==> config.mk <==
export PLATFORM = sky130hd
export DESIGN_NAME = sensor_snapshot_regs
export DESIGN_NICKNAME = d
export VERILOG_FILES = /design/src/rtl/sensor_regs_pkg.sv /design/src/rtl/sensor_stale_timer.sv /design/src/rtl/sensor_snapshot_regs.sv
export SDC_FILE = /design/constraint.sdc
export NUM_CORES = 1
export LEC_CHECK = 0
export BUFFER_PORTS_ARGS = -buffer_cell sky130_fd_sc_hd__buf_4
export CORE_MARGIN = 2
export CORE_UTILIZATION = 50
export DETAILED_ROUTE_END_ITERATION = 10
export PLACE_DENSITY = 0.72
export SYNTH_ARGS = -nofsm -noshare
export SYNTH_HDL_FRONTEND = slang
export SYNTH_SLANG_ARGS = --single-unit
==> constraint.sdc <==
create_clock -name clk_i -period 2.6 [get_ports clk_i]
set_clock_uncertainty 0.2 [all_clocks]
set_input_delay 0.52 -clock clk_i [delete_from_list [all_inputs] [get_ports clk_i]]
set_output_delay 0.52 -clock clk_i [all_outputs]
set_load 0.02 [all_outputs]
==> src/rtl/sensor_regs_pkg.sv <==
// Shared address-map helpers for the sensor snapshot register bank.
// All map arithmetic lives here so the top and any future bus wrapper agree.
package sensor_regs_pkg;

  typedef logic [7:0] byte_t;

  localparam int SEQ_ADDR = 0;

  function automatic int bitmap_bytes(input int num_ch);
    return (num_ch + 7) / 8;
  endfunction

  function automatic int fresh_base(input int num_ch, input int ch_bytes);
    return 1 + num_ch * ch_bytes;
  endfunction

  function automatic int map_size(input int num_ch, input int ch_bytes);
    return num_ch * ch_bytes + 1 + bitmap_bytes(num_ch);
  endfunction

endpackage

==> src/rtl/sensor_stale_timer.sv <==
// Per-channel freshness timer: counts cycles since the last strobe and
// saturates at STALE_CYC; fresh is registered alongside the counter.
module sensor_stale_timer #(
  parameter int STALE_CYC = 1000
) (
  input  logic clk_i,
  input  logic rst_ni,
  input  logic strobe_i,
  output logic fresh_o
);

  localparam int CW = $clog2(STALE_CYC + 1);
  localparam logic [CW-1:0] SAT = CW'(STALE_CYC);

  logic [CW-1:0] cnt_q;
  logic [CW-1:0] cnt_d;
  logic          fresh_q;

  // Next count: clear on strobe, otherwise climb until saturated.
  always_comb begin
    cnt_d = cnt_q;
    if (strobe_i) begin
      cnt_d = '0;
    end else if (cnt_q != SAT) begin
      cnt_d = cnt_q + CW'(1);
    end else begin
      cnt_d = cnt_q;
    end
  end

  // Counter and fresh flag registers; reset starts every channel stale.
  always_ff @(posedge clk_i) begin
    if (!rst_ni) begin
      cnt_q   <= SAT;
      fresh_q <= 1'b0;
    end else begin
      cnt_q   <= cnt_d;
      fresh_q <= (cnt_d < SAT);
    end
  end

  assign fresh_o = fresh_q;

endmodule

==> src/rtl/sensor_snapshot_regs.sv <==
// Sensor register bank: live channel copies, atomic shadow snapshot and a
// registered byte-wide read port so multi-byte values read back coherently.
module sensor_snapshot_regs
  import sensor_regs_pkg::*;
#(
  parameter int NUM_CH    = 12,
  parameter int CH_BYTES  = 2,
  parameter int ADDR_W    = 8,
  parameter int STALE_CYC = 1000,
  parameter int SEQ_W     = 8
) (
  input  logic                         clk_i,
  input  logic                         rst_ni,
  input  logic [NUM_CH*CH_BYTES*8-1:0] ch_data_i,
  input  logic [NUM_CH-1:0]            ch_valid_i,
  input  logic                         snap_req_i,
  input  logic                         rd_req_i,
  input  logic [ADDR_W-1:0]            rd_addr_i,
  output logic                         rd_ack_o,
  output logic [7:0]                   rd_data_o,
  output logic                         rd_err_o,
  output logic [7:0]                   snap_seq_o
);

  localparam int W     = CH_BYTES * 8;
  localparam int NB    = bitmap_bytes(NUM_CH);
  localparam int FBASE = fresh_base(NUM_CH, CH_BYTES);
  localparam int MSIZE = map_size(NUM_CH, CH_BYTES);

  logic [W-1:0]      live_q   [NUM_CH];
  logic [W-1:0]      shadow_q [NUM_CH];
  logic [NUM_CH-1:0] fresh_s;
  logic [NUM_CH-1:0] sfresh_q;
  logic [SEQ_W-1:0]  seq_q;
  logic [NB*8-1:0]   bitmap_s;
  logic              rd_ack_q;
  logic              rd_err_q;
  logic              rd_err_d;
  byte_t             rd_data_q;
  byte_t             rd_data_d;

  for (genvar g = 0; g < NUM_CH; g++) begin : g_timer
    sensor_stale_timer #(.STALE_CYC(STALE_CYC)) u_timer (
      .clk_i    (clk_i),
      .rst_ni   (rst_ni),
      .strobe_i (ch_valid_i[g]),
      .fresh_o  (fresh_s[g])
    );
  end

  assign bitmap_s = (NB*8)'(sfresh_q);

  // Read mux over the shadow bank; only ever feeds the read registers.
  always_comb begin
    rd_data_d = 8'h00;
    rd_err_d  = (int'(rd_addr_i) >= MSIZE);
    if (int'(rd_addr_i) == SEQ_ADDR) begin
      rd_data_d = 8'(seq_q);
    end else begin
      for (int c = 0; c < NUM_CH; c++) begin
        for (int k = 0; k < CH_BYTES; k++) begin
          if (int'(rd_addr_i) == 1 + c * CH_BYTES + k) begin
            rd_data_d = shadow_q[c][(CH_BYTES-1-k)*8 +: 8];
          end
        end
      end
      for (int b = 0; b < NB; b++) begin
        if (int'(rd_addr_i) == FBASE + b) begin
          rd_data_d = bitmap_s[b*8 +: 8];
        end
      end
    end
  end

  // Live bank, shadow bank and sequence counter; the shadow captures pre-edge
  // live values so a same-edge update lands in the following snapshot.
  always_ff @(posedge clk_i) begin
    if (!rst_ni) begin
      for (int i = 0; i < NUM_CH; i++) begin
        live_q[i]   <= '0;
        shadow_q[i] <= '0;
      end
      sfresh_q <= '0;
      seq_q    <= '0;
    end else begin
      for (int i = 0; i < NUM_CH; i++) begin
        if (ch_valid_i[i]) begin
          live_q[i] <= ch_data_i[i*W +: W];
        end
      end
      if (snap_req_i) begin
        shadow_q <= live_q;
        sfresh_q <= fresh_s;
        seq_q    <= seq_q + SEQ_W'(1);
      end
    end
  end

  // Read response registers: data holds between acks, error is ack-qualified.
  always_ff @(posedge clk_i) begin
    if (!rst_ni) begin
      rd_ack_q  <= 1'b0;
      rd_data_q <= 8'h00;
      rd_err_q  <= 1'b0;
    end else begin
      rd_ack_q <= rd_req_i;
      if (rd_req_i) begin
        rd_data_q <= rd_data_d;
        rd_err_q  <= rd_err_d;
      end else begin
        rd_err_q  <= 1'b0;
      end
    end
  end

  assign rd_ack_o   = rd_ack_q;
  assign rd_data_o  = rd_data_q;
  assign rd_err_o   = rd_err_q;
  assign snap_seq_o = 8'(seq_q);

endmodule

==> impl_metrics.json <==
{
  "antenna_found_initial": 3,
  "gp_congestion": 0.9460,
  "drt_first_pass_iters": 5,
  "ant_nets": 0,
  "cts_max_level": 2,
  "drc": 0,
  "power.share.clock_pct": 42.0,
  "mostFrequentLayoutCells": "546 x dfxtp_1, 523 x nor2_1, 420 x mux2i_1",
  "r2r_slack_ns": 0.39,
  "worstSetupStartpointType": "primary input",
  "synth_nets": 2783,
  "clk_pin_slew_ns": 0.06,
  "track_usage_pct": 27.71,
  "rsz0062_at_grt": "false",
  "synth_largest_area_cell": "dfxtp_1",
  "initial_core_util_pct": 50.76,
  "ys_warn_count": 0,
  "whs_endpoint": "g_timer[1].u_timer.cnt_q[3]",
  "critPathCaptureType": "flop",
  "netlist_area_um2": 23630,
  "synth_seq_cells": 546,
  "drt_iter0_markers": 1465,
  "ys.flop_type": "dfxtp_1",
  "post-place-cells": 3313,
  "final_cells": 3609,
  "core_um2": 46560,
  "numCtsBuffers": 56,
  "fmax_mhz": 437.9,
  "nets": 3200,
  "cts_resized": 0,
  "grt_pass1_wl_um": 109800,
  "switchingPower_uw": 4751,
  "postCtsSetupRepairBufs": 0,
  "vias": 20010,
  "post-route-period-util_pct": 87.82,
  "grt_pass1_vias": 20130,
  "worst_r2r_path_depth": 6,
  "viasPerCell": 5.544,
  "drv_slew": 0,
  "clockBufferDepth": 3,
  "slew_headroom_pct": 50.34,
  "status": "finished clean",
  "path_class": "in2reg",
  "clk-insertion-delay-late_ns": 0.61,
  "synthDistinctLibCells": 76,
  "cp.required_ns": 2.87,
  "ir_drop_uv": 600.9,
  "die_w_um": 221.4,
  "leakagePower_uw": 0.01298,
  "swShare_pct": 24.41,
  "cts_root_buf": "clkbuf_16",
  "hpwl_um": 47330,
  "rows": 79,
  "synth-edff-count": 0,
  "pwr-share-comb_pct": 11.1,
  "async_flop_share_pct": 0,
  "power_density_nw_per_um2": 642.2,
  "layout_commonest_cell": "dfxtp_1",
  "place.port_buffers": 233,
  "drt-total-wl_um": 69340,
  "grt_max_degree": 113,
  "min_from": "ch_valid_i[1]",
  "max_cap_viol_count": 0,
  "layout-drive-gt1-share_pct": 15.89,
  "synth_cells": 2542,
  "holdPathStages": 2,
  "synth_top_area_share_pct": 46.26,
  "dieArea_um2": 49020,
  "reg2reg_to": "rd_data_o[2]",
  "avgRoutedWirePerCell_um": 19.21,
  "die_h_um": 221.4,
  "setup_viol": 0,
  "max_slew.worst_pin.slew_ns": 0.7345,
  "yosysSeqAreaShare_pct": 46.26,
  "area_growth_pct": 28.26,
  "synth_area_leaders": "dfxtp_1 46%, mux2i_1 18%, nor2_1 8.3%",
  "clock-sinks": 546,
  "r2r_start": "shadow_q[178]",
  "timing.critical_path.fanout_max": 7,
  "p_int_uw": 14710,
  "hp-class": "in2reg",
  "hold_viol": 0,
  "fin_hold_ws_ns": 0.07801,
  "avgSynthCellArea_um2": 9.296,
  "cts_tree": "yes",
  "p_seq_share_pct": 47.0,
  "min_period_ns": 2.283,
  "arrival_ns": 2.56,
  "io_pins": 234,
  "gr-total-overflow": 0
}
[layer usage]
| metal | share of wire, % | vias to the layer above | wire length, um | global-route usage, % |
|---|---|---|---|---|
| met1 | 45 | 9639 | 30880 | 36.23 |
| met3 | 4.4 | 154 | 3029 | 3.532 |
| met5 | 0.039 | - | 27 | 0 |
| met4 | 3.4 | 4 | 2348 | 10.52 |
| met2 | 48 | 519 | 33050 | 46.70 |
| li1 | - | 9694 | - | - |
[per-stage QoR]
stage	TNS, ns	util, %	cell area (um^2)	total power, uW	setup WS [ns]
CTS	0	65.09	30310	19540	0.3748
global placement	-0.6571	56.87	26470	11130	-0.2399
floorplan	0	-	23630	10390	0.06911
finish	0	65.10	30310	19460	0.3166
detailed placement	-0.8724	56.87	26470	11190	-0.2763
global route	0	65.10	30310	20170	0.2003
[critical path, stage by stage]
cell     delay, ns
buf_4         0.15
or4b_1        0.62
nor2_1        0.31
a21oi_1       0.11
a221o_1       0.35
a31oi_1       0.37
o22ai_1       0.12
[area by class of cell]
type	count	area [um^2]
tap	607	759.5
inverter	45	176.4
clock buffer	82	1670
antenna	1	2.502
multi-input combinational	1769	11820
sequential	546	10930
timing repair buffer	541	4745
clock inverter	18	209.0
fill	3624	16250
[flip-flops by register name, indices dropped and copies added (netlist names)]
register,flops
g_timer.u_timer.cnt_q,120
g_timer.u_timer.fresh_o,12
live_q,192
rd_ack_o,1
rd_data_o,8
rd_err_o,1
sfresh_q,12
shadow_q,192
snap_seq_o,8
[kinds of logic (layout without fill, tap and decap cells)]
family / Yosys count / count (layout) / synth area share (%)
XOR/XNOR: 108 / 108 / 4.003
flip-flops: 546 / 546 / 46.26
AO/OA/AOI/OAI: 330 / 330 / 9.065
AND/OR/NAND/NOR: 857 / 857 / 16.15
adder cells (fa/ha/maj): 25 / 25 / 1.324
buffers and inverters: 227 / 686 / 3.743
multiplexers: 449 / 449 / 19.46
other: 0 / 1 / 0
[Yosys cell counts (all sizes together), types with 4 or more instances]
cell     instances
a21oi           55
nand3           69
clkbuf         134
o311ai           5
o21a             5
mux2            23
nor4b            4
ha              25
buf             48
and3            11
o2111ai          4
a21boi           5
a221oi          12
a31oi           19
o32ai            8
nand2           81
xor2            53
or2              5
inv             45
a21o             5
mux2i          420
and2             4
a32oi            5
nand4           22
o211ai           7
o32a            12
nor2b           15
mux4             6
nor2           525
nor3            49
nor4            11
nand2b          22
o22ai           18
o21ai          111
a2bb2oi          6
o221ai           6
a211oi           5
or3             10
dfxtp          546
a22oi           12
nand4b           8
nor3b            7
xnor2           55
o31ai            7
[power groups by stage]
stage	Sequential, uW	Clock (uW)	Combinational (uW)
2_1_floorplan	9170	0	1220
3_3_place_gp	9300	0	1830
3_5_place_dp	9310	0	1880
4_1_cts	9130	8290	2120
5_1_grt	9180	8650	2340
6_report	9150	8170	2150
[worst max-delay path by stage]
stage | start | endpoint | cells past startpoint
after CTS | rd_addr_i[7] | rd_data_o[2] | 7
final | rd_addr_i[7] | rd_data_o[2] | 7
after floorplan | rd_addr_i[7] | rd_data_o[3] | 6
after detailed placement | rd_addr_i[7] | rd_data_o[2] | 7
after global routing | rd_addr_i[7] | rd_data_o[2] | 9
after global placement | rd_addr_i[7] | rd_data_o[2] | 7
[timing repair]
item | CTS | global route
hold buffers | 195 | 0
hold endpoints to repair | 197 | 0
setup endpoints to repair | 0 | 0
Power figures use the tool's default switching activity.
